--- src/rtl/cpu_pkg.sv ---
// Shared types for the CPU register file and its context save/restore engine.
package cpu_pkg;

    typedef enum logic [1:0] {
        SP_NONE = 2'd0,
        SP_INC  = 2'd1,
        SP_DEC  = 2'd2,
        SP_LOAD = 2'd3
    } sp_op_e;

    typedef enum logic [1:0] {
        CTX_IDLE    = 2'd0,
        CTX_SAVE    = 2'd1,
        CTX_RESTORE = 2'd2
    } ctx_state_e;

endpackage

--- src/rtl/cpu_ctx_seq.sv ---
// Context save/restore sequencer: walks the masked registers plus status
// through the stack using a req/ack handshake.
module cpu_ctx_seq
    import cpu_pkg::*;
#(
    parameter int                  NUM_REGS = 4,
    parameter logic [NUM_REGS-1:0] CTX_MASK = NUM_REGS'(4'b0111),
    localparam int                 EW       = $clog2(NUM_REGS + 1)
) (
    input  logic          clk,
    input  logic          rst_n,
    input  logic          stall,
    input  logic          ctx_save,
    input  logic          ctx_restore,
    input  logic          ctx_ack,
    output logic          busy,
    output logic          done,
    output logic          req,
    output logic          we,
    output logic [EW-1:0] elem,
    output logic          is_status,
    output logic          push,
    output logic          pull,
    output logic          sp_inc,
    output logic          sp_dec
);

    // Element index NUM_REGS stands for the status register.
    localparam logic [EW-1:0] STATUS_IDX = EW'(NUM_REGS);

    ctx_state_e    state, state_n;
    logic [EW-1:0] idx_n;
    logic          done_n;
    logic          xfer;

    // Smallest masked register above cur (or from 0 when first), else status.
    function automatic logic [EW-1:0] save_next(input logic [EW-1:0] cur, input logic first);
        logic [EW-1:0] r;
        r = STATUS_IDX;
        for (int i = NUM_REGS - 1; i >= 0; i--)
            if (CTX_MASK[i] && (first || i > int'(cur))) r = EW'(i);
        return r;
    endfunction

    function automatic logic restore_has(input logic [EW-1:0] cur);
        logic f;
        f = 1'b0;
        for (int i = 0; i < NUM_REGS; i++)
            if (CTX_MASK[i] && i < int'(cur)) f = 1'b1;
        return f;
    endfunction

    // Largest masked register below cur.
    function automatic logic [EW-1:0] restore_next(input logic [EW-1:0] cur);
        logic [EW-1:0] r;
        r = '0;
        for (int i = 0; i < NUM_REGS; i++)
            if (CTX_MASK[i] && i < int'(cur)) r = EW'(i);
        return r;
    endfunction

    assign busy      = (state != CTX_IDLE);
    assign req       = busy && !stall;
    assign we        = (state == CTX_SAVE);
    assign xfer      = req && ctx_ack;
    assign push      = xfer && we;
    assign pull      = xfer && !we;
    assign sp_dec    = push;
    assign sp_inc    = pull;
    assign is_status = (elem == STATUS_IDX);

    always_comb begin
        state_n = state;
        idx_n   = elem;
        done_n  = 1'b0;
        case (state)
            CTX_IDLE: begin
                if (ctx_save) begin
                    state_n = CTX_SAVE;
                    idx_n   = save_next(elem, 1'b1);
                end else if (ctx_restore) begin
                    state_n = CTX_RESTORE;
                    idx_n   = STATUS_IDX;
                end
            end
            CTX_SAVE: begin
                if (xfer) begin
                    if (elem == STATUS_IDX) begin
                        state_n = CTX_IDLE;
                        done_n  = 1'b1;
                    end else begin
                        idx_n = save_next(elem, 1'b0);
                    end
                end
            end
            CTX_RESTORE: begin
                if (xfer) begin
                    if (restore_has(elem)) begin
                        idx_n = restore_next(elem);
                    end else begin
                        state_n = CTX_IDLE;
                        done_n  = 1'b1;
                    end
                end
            end
            default: state_n = CTX_IDLE;
        endcase
    end

    always_ff @(posedge clk) begin
        if (!rst_n) begin
            state <= CTX_IDLE;
            elem  <= '0;
            done  <= 1'b0;
        end else if (!stall) begin
            state <= state_n;
            elem  <= idx_n;
            done  <= done_n;
        end
    end

endmodule

--- src/rtl/cpu_regfile_ctx.sv ---
// Parametrised CPU register file with wrapping SP, masked status register
// and a hardware context save/restore engine on the stack.
module cpu_regfile_ctx
    import cpu_pkg::*;
#(
    parameter int                  WIDTH               = 8,
    parameter int                  NUM_REGS            = 4,
    parameter int                  SP_WIDTH            = 8,
    parameter logic [SP_WIDTH-1:0] SP_RESET            = SP_WIDTH'('hFF),
    parameter logic [WIDTH-1:0]    STATUS_RESET        = WIDTH'(8'h20),
    parameter logic [NUM_REGS-1:0] CTX_MASK            = NUM_REGS'(4'b0111),
    parameter logic [WIDTH-1:0]    STATUS_RESTORE_MASK = WIDTH'(8'hCF),
    localparam int                 RSEL                = $clog2(NUM_REGS)
) (
    input  logic                clk,
    input  logic                rst_n,
    input  logic                stall,
    input  logic                wr_en,
    input  logic [RSEL-1:0]     wr_sel,
    input  logic [WIDTH-1:0]    wr_data,
    input  logic                ld_en,
    input  logic [RSEL-1:0]     ld_sel,
    input  logic [WIDTH-1:0]    ld_data,
    input  logic [RSEL-1:0]     rd_sel_a,
    input  logic [RSEL-1:0]     rd_sel_b,
    output logic [WIDTH-1:0]    rd_a,
    output logic [WIDTH-1:0]    rd_b,
    input  logic [1:0]          sp_op,
    input  logic [SP_WIDTH-1:0] sp_ld_data,
    output logic [SP_WIDTH-1:0] sp,
    output logic                sp_wrap,
    input  logic                st_en,
    input  logic [WIDTH-1:0]    st_mask,
    input  logic [WIDTH-1:0]    st_data,
    output logic [WIDTH-1:0]    status,
    input  logic                ctx_save,
    input  logic                ctx_restore,
    output logic                ctx_busy,
    output logic                ctx_done,
    output logic                ctx_req,
    output logic                ctx_we,
    output logic [SP_WIDTH-1:0] ctx_addr,
    output logic [WIDTH-1:0]    ctx_wdata,
    input  logic [WIDTH-1:0]    ctx_rdata,
    input  logic                ctx_ack
);

    localparam int EW = $clog2(NUM_REGS + 1);

    logic [NUM_REGS-1:0][WIDTH-1:0] regs;
    logic [EW-1:0]                  elem;
    logic [RSEL-1:0]                elem_r;
    logic                           is_status, push, pull, sp_inc, sp_dec;
    logic [SP_WIDTH-1:0]            sp_n;
    logic                           wrap_n;

    cpu_ctx_seq #(
        .NUM_REGS (NUM_REGS),
        .CTX_MASK (CTX_MASK)
    ) u_seq (
        .clk         (clk),
        .rst_n       (rst_n),
        .stall       (stall),
        .ctx_save    (ctx_save),
        .ctx_restore (ctx_restore),
        .ctx_ack     (ctx_ack),
        .busy        (ctx_busy),
        .done        (ctx_done),
        .req         (ctx_req),
        .we          (ctx_we),
        .elem        (elem),
        .is_status   (is_status),
        .push        (push),
        .pull        (pull),
        .sp_inc      (sp_inc),
        .sp_dec      (sp_dec)
    );

    assign elem_r    = elem[RSEL-1:0];
    assign rd_a      = regs[rd_sel_a];
    assign rd_b      = regs[rd_sel_b];
    assign ctx_addr  = ctx_we ? sp : sp + SP_WIDTH'(1);
    assign ctx_wdata = is_status ? status : regs[elem_r];

    // While the engine owns the masked registers, only unmasked ones take writes.
    always_ff @(posedge clk) begin
        if (!rst_n) begin
            regs <= '0;
        end else if (!stall) begin
            for (int i = 0; i < NUM_REGS; i++) begin
                if (pull && !is_status && elem_r == RSEL'(i))
                    regs[i] <= ctx_rdata;
                else if (ld_en && ld_sel == RSEL'(i) && !(ctx_busy && CTX_MASK[i]))
                    regs[i] <= ld_data;
                else if (wr_en && wr_sel == RSEL'(i) && !(ctx_busy && CTX_MASK[i]))
                    regs[i] <= wr_data;
            end
        end
    end

    // Engine transfers move SP; the external sp_op is locked out while busy.
    always_comb begin
        sp_n   = sp;
        wrap_n = 1'b0;
        if (sp_dec) begin
            sp_n   = sp - SP_WIDTH'(1);
            wrap_n = (sp == '0);
        end else if (sp_inc) begin
            sp_n   = sp + SP_WIDTH'(1);
            wrap_n = &sp;
        end else if (!ctx_busy) begin
            case (sp_op_e'(sp_op))
                SP_INC: begin
                    sp_n   = sp + SP_WIDTH'(1);
                    wrap_n = &sp;
                end
                SP_DEC: begin
                    sp_n   = sp - SP_WIDTH'(1);
                    wrap_n = (sp == '0);
                end
                SP_LOAD: sp_n = sp_ld_data;
                default: ;
            endcase
        end
    end

    always_ff @(posedge clk) begin
        if (!rst_n) begin
            sp      <= SP_RESET;
            sp_wrap <= 1'b0;
        end else if (!stall) begin
            sp      <= sp_n;
            sp_wrap <= wrap_n;
        end
    end

    always_ff @(posedge clk) begin
        if (!rst_n)
            status <= STATUS_RESET;
        else if (!stall) begin
            if (pull && is_status)
                status <= (status & ~STATUS_RESTORE_MASK) | (ctx_rdata & STATUS_RESTORE_MASK);
            else if (st_en && !ctx_busy)
                status <= (status & ~st_mask) | (st_data & st_mask);
        end
    end

endmodule
--- config.mk ---
export PLATFORM = sky130hd
export DESIGN_NAME = cpu_regfile_ctx
export DESIGN_NICKNAME = d
export VERILOG_FILES = /design/src/rtl/cpu_pkg.sv /design/src/rtl/cpu_ctx_seq.sv /design/src/rtl/cpu_regfile_ctx.sv
export SDC_FILE = /design/constraint.sdc
export NUM_CORES = 1
export LEC_CHECK = 0
export CAP_MARGIN = 15
export CELL_PAD_IN_SITES_DETAIL_PLACEMENT = 1
export CELL_PAD_IN_SITES_GLOBAL_PLACEMENT = 1
export CORE_ASPECT_RATIO = 0.75
export CORE_MARGIN = 2
export CORE_UTILIZATION = 32
export DETAILED_ROUTE_END_ITERATION = 10
export HOLD_SLACK_MARGIN = 0.15
export PLACE_DENSITY = 0.88
export SYNTH_ARGS = -nofsm -noshare
export SYNTH_HDL_FRONTEND = slang
export SYNTH_SLANG_ARGS = --single-unit
--- constraint.sdc ---
create_clock -name clk -period 2.13 [get_ports clk]
set_clock_uncertainty 0.05 [all_clocks]
set_input_delay 0.3195 -clock clk [delete_from_list [all_inputs] [get_ports clk]]
set_output_delay 0.3195 -clock clk [all_outputs]
set_load 0.05 [all_outputs]
# Word-level counts from Yosys, hierarchy flattened
# Cells that the tools add are included.
totals:
  register_bits: 55
  in_bits: 67
  output_inout_bits: 53
  wordCells: 158
classes:
  n_addsub: 2
  n_lt_le_gt_ge: 8
  eq_ne: 23
  mux: 58
  n_bitwise: 6
  n_reduce_logical: 51
ops:
  columns: ["op", "count"]
  rows:
  - ["$mux W8", 22]
  - ["$bmux W8 S2", 3]
  - ["$logic_and A1 B1 Y1", 25]
  - ["$mux W3", 8]
  - ["$pmux W8 S3", 1]
  - ["$eq A2 B2 Y1 const B", 9]
  - ["$and A8 B8 Y8", 2]
  - ["$reduce_bool A3 Y1", 5]
  - ["$mux W2", 7]
  - ["$mux W1", 13]
  - ["$eq A2 B1 Y1 const B", 5]
  - ["$reduce_and A2 Y1", 5]
  - ["$lt A2 B3 Y1 const B", 3]
  - ["$pmux W3 S3", 1]
  - ["$add A8 B1 Y8 const B", 1]
  - ["$logic_not A2 Y1", 4]
  - ["$logic_not A8 Y1", 1]
  - ["$ne A2 B1 Y1 const B", 4]
  - ["$not A8 Y8", 1]
  - ["$or A6 B8 Y8", 1]
  - ["$or A8 B8 Y8", 1]
  - ["$reduce_and A8 Y1", 1]
  - ["$sub A8 B1 Y8 const B", 1]
  - ["$reduce_and A7 Y1", 1]
  - ["16 further kinds", 23]

# Depth between registers and ports, before layout
logic_depth:
  depth_word: 9
  mapped_depth: 10
  ltp_nobuf: 7

# Modules after synthesis
# A second synthesis with hierarchy kept.
hier_totals:
  cells_unflattened: 490
  area_unflattened_um2: 4270.3
modules_own_cells:
  columns: ["mod", "instances", "cells_each", "area_each_um2"]
  rows:
  - ["cpu_regfile_ctx", 1, 432, 3791.1]
  - ["cpu_ctx_seq", 1, 58, 479.2]

# Worst setup path after synthesis
# Ideal clock, no wire load.
synth_timing:
  path_kind: "register -> output"
  start: "register u_seq.state[1]"
  end: "output ctx_addr[4]"
  t_arrival_ps: 2295
  slack_ps: -534
  stages_incl_launch_ff: 7
  n_path_buf: 1
  path_cell_list: "dfxtp_1 > inv_1 > ha_1 > clkbuf_1 > nor2b_1 > nand3_1 > xnor2_1"
synth_via:
  elab_chain_len: 2
synth_lines:
  columns: ["item", "line", "source"]
  rows:
  - ["start: declaration", "cpu_ctx_seq.sv:31", "ctx_state_e state, state_n;"]
  - ["start signal: assignment", "cpu_ctx_seq.sv:116", "state <= state_n;"]
  - ["$eq A2 B1 Y1", "cpu_ctx_seq.sv:64", "assign we = (state == CTX_SAVE);"]
  - ["via ctx_we", "cpu_regfile_ctx.sv:41", "output logic ctx_we,"]
  - ["$mux W8", "cpu_regfile_ctx.sv:82", "assign ctx_addr = ctx_we ? sp : sp + SP_WIDTH'(1);"]
  - ["end: declaration", "cpu_regfile_ctx.sv:42", "output logic [SP_WIDTH-1:0] ctx_addr,"]
# The timed path passes the listed nets, and every way through them passes these cells.

# Worst setup path after layout
layout_timing:
  start: "register u_seq.elem[2]"
  end: "output ctx_wdata[3]"
layout_via:
  elab_chain_len: 2
layout_lines:
  columns: ["item", "line", "source"]
  rows:
  - ["start: declaration", "cpu_ctx_seq.sv:20", "output logic [EW-1:0] elem,"]
  - ["start signal: assignment", "cpu_ctx_seq.sv:117", "elem <= idx_n;"]
  - ["$eq A3 B3 Y1", "cpu_ctx_seq.sv:70", "assign is_status = (elem == STATUS_IDX);"]
  - ["$mux W8", "cpu_regfile_ctx.sv:83", "assign ctx_wdata = is_status ? status : regs[elem_r];"]
  - ["end: declaration", "cpu_regfile_ctx.sv:43", "output logic [WIDTH-1:0] ctx_wdata,"]
# Every way passes these cells.

==> flow_summary.yaml <==
status:
  status: "finished, violations left"
  violations: "negative setup slack"
yosys:
  yosysSeqAreaShare_pct: 26.0
  synth_warnings: 0
  ys_ff_latch: 55
  syn-num-nets: 565
  ys_async_sr_fraction_pct: 0
  synth-edff-count: 0
  synth_area_leaders: "dfxtp_1 26%, mux4_2 13%, mux2i_1 8.8%"
  syn_inst: 488
  synth.distinct_cells: 54
  synth_most_common_cell: "nand2_1"
  synth.top_cell.area_share_pct: 26.0
  yosysTopAreaCell: "dfxtp_1"
  avgSynthCellArea_um2: 8.67
  syn_area_mm2: 0.00423
  synth.top_cells.by_count: "72 x nand2_1, 55 x dfxtp_1, 40 x o21ai_0"
  ys.flop_type: "dfxtp_1"
flow_run:
  cap_violations: 0
worst_setup_path:
  arrival_ns: 1.77
  crit_fanout: 9
  cp.required_ns: 1.76
  end_kind: "output port"
  worst-setup-path-type: "reg -> out"
  worst_setup_path_start_kind: "register"
pwr:
  p_switching_w: 0.00168
  power_w: 0.00415
  power.internal_w: 0.00247
  leakage_nw: 2.71
  sw_frac_of_total_pct: 40.5
  powerDensity_mw_per_mm2: 643
  vdd_drop_max_mv: 0.380
  combinationalPowerShare_pct: 50.0
  pwr-share-seq_pct: 28.8
  clockPowerShare_pct: 21.2
clock_network:
  hold_buffers: 0
  cts_root_buffer: "clkbuf_16"
  cts_tree: "done"
  cts_made_buffers: 5
  clk_pin_slew_ns: 0.08
  cts-htree-levels: 2
  clk_latency_ns: 0.30
  clock-sinks: 55
  clockBufferDepth: 2
cells_and_area:
  drive_gt1_share_pct: 29.9
  final_cells: 807
  layout.nets: 712
  diodes: 0
  syn2layout_area_growth_pct: 52.7
routing:
  wl_per_cell_um: 23.7
  antenna_left: 0
  routed_wl_um: 19200
  routed_via_density: 5.90
  vias: 4765
  drt_iter0_markers: 336
  dr.pass1.iters: 4
  drcViolationCount: 0
place:
  place_hpwl_um: 14400
  dp_cells: 793
  place_ws_ns: -0.468
  io_buffers: 119
  routabilityCongestion: 0.867
timing:
  whs_ns: 0.477
  finalHoldViolCount: 0
  slew_viol_final: 0
  period_share_pct: 100
  max_slew_margin_pct: 62.5
  tightestPinTransition_ns: 0.561
  max_freq_mhz: 467
  setup_violations: 1
  fin_ws_ns: -0.0102
  rsz0062_at_grt: "yes"
  fin_crit_ns: 2.14
global_routing:
  grt_pass1_vias: 4957
  grt.overflow.total: 0
  grt_first_pass_wirelength_um: 28600
  grt_max_degree: 22
  grt_util_all_layers_pct: 26.2
  antenna_found_initial: 0
floorplanning:
  initial_utilization_pct: 32.7
  die_width_um: 137
  die_area_mm2: 0.0142
  placeableCoreArea_mm2: 0.0129
  die_y_um: 104
  rows: 36
  num_io_pins: 120
hold_path:
  hp-class: "reg -> reg"
==> worst max-delay path: stages, from the launching register on <==
cell,delay [ns]
dfxtp_4,0.42
mux2_2,0.36
mux4_2,0.51
buf_6,0.18
==> routing by layer <==
layer,track usage (%),wire length (µm),vias up
li1,-,-,2111
met1,34.8,7890,2378
met2,43.0,9160,224
met3,4.89,1470,52
met4,7.96,632,0
met5,0,0,-
==> cell families after synthesis <==
kind of cell    count (synthesis)  synth area share, %
buf+inv                        51                 5.21
flops                          55                 26.0
fa+ha+maj                      10                 2.96
xor+xnor                       15                 3.11
compound gates                121                 19.2
simple gates                  165                 19.3
mux                            71                 24.2
==> what timing repair did <==
action	CTS	global route
gates resized for setup	21	33
gates cloned	0	1
setup endpoints to repair	56	55
buffers inserted	1	4
pin swaps	2	4
==> power groups by stage <==
stage	logic [W]	registers, W	clock network (W)
2_1_floorplan	0.00105	0.00125	0
3_3_place_gp	0.00187	0.00120	0
3_5_place_dp	0.00194	0.00121	0
4_1_cts	0.00199	0.00119	0.000889
5_1_grt	0.00216	0.00120	0.000923
6_report	0.00207	0.00120	0.000881
==> path summary, 6_finish.rpt <==
| check | startpoint | endpoint | slack (ns) | cells past startpoint |
|---|---|---|---|---|
| min reg2reg | regs[10] | regs[10] | 0.48 | 1 |
| max | u_seq.elem[2] | ctx_wdata[3] | -0.01 | 3 |
| max reg2reg | u_seq.state[0] | u_seq.elem[0] | 0.02 | 8 |
| min | regs[10] | regs[10] | 0.48 | 1 |
==> layout make-up <==
type	instances	area (µm²)
Tap cell	171	214
Clock buffer	5	125
Timing Repair Buffer	180	1770
Sequential cell	55	1110
Clock inverter	3	26.3
Fill cell	1424	6470
Multi-Input combinational cell	382	3160
Inverter	11	45.0
==> through the flow <==
stage          util [%]  TNS (ns)  instance area [µm²]
6_report           49.9   -0.0102                 6460
5_1_grt            49.9    -0.367                 6460
4_1_cts            48.5   -0.0188                 6270
3_5_place_dp       46.7     -8.96                 6030
3_3_place_gp       46.7     -4.42                 6030
2_1_floorplan         -    -0.207                 4320
==> layout by cell type (no fill, tap or decap), types with 3 or more instances in the layout <==
| cell | instances |
|---|---|
| clkdlybuf4s50_1 | 81 |
| buf_4 | 74 |
| nand2_1 | 71 |
| dfxtp_1 | 48 |
| o21ai_0 | 36 |
| mux2i_1 | 35 |
| nand3_1 | 27 |
| mux4_2 | 24 |
| nor2_1 | 22 |
| a21oi_1 | 16 |
| o2bb2ai_1 | 15 |
| buf_12 | 13 |
| mux2_2 | 10 |
| inv_1 | 9 |
| a22o_1 | 9 |
| buf_6 | 8 |
| nor3_1 | 7 |
| o21ai_1 | 7 |
| ha_1 | 7 |
| nor2b_1 | 6 |
| o211a_1 | 6 |
| clkbuf_16 | 6 |
| xor2_1 | 5 |
| o211ai_1 | 5 |
| dfxtp_2 | 5 |
| xnor2_1 | 4 |
| xnor2_4 | 3 |
| nand3b_1 | 3 |
| o21ai_2 | 3 |
| ha_4 | 3 |
Note: power is estimated with default switching activity, not from simulation.
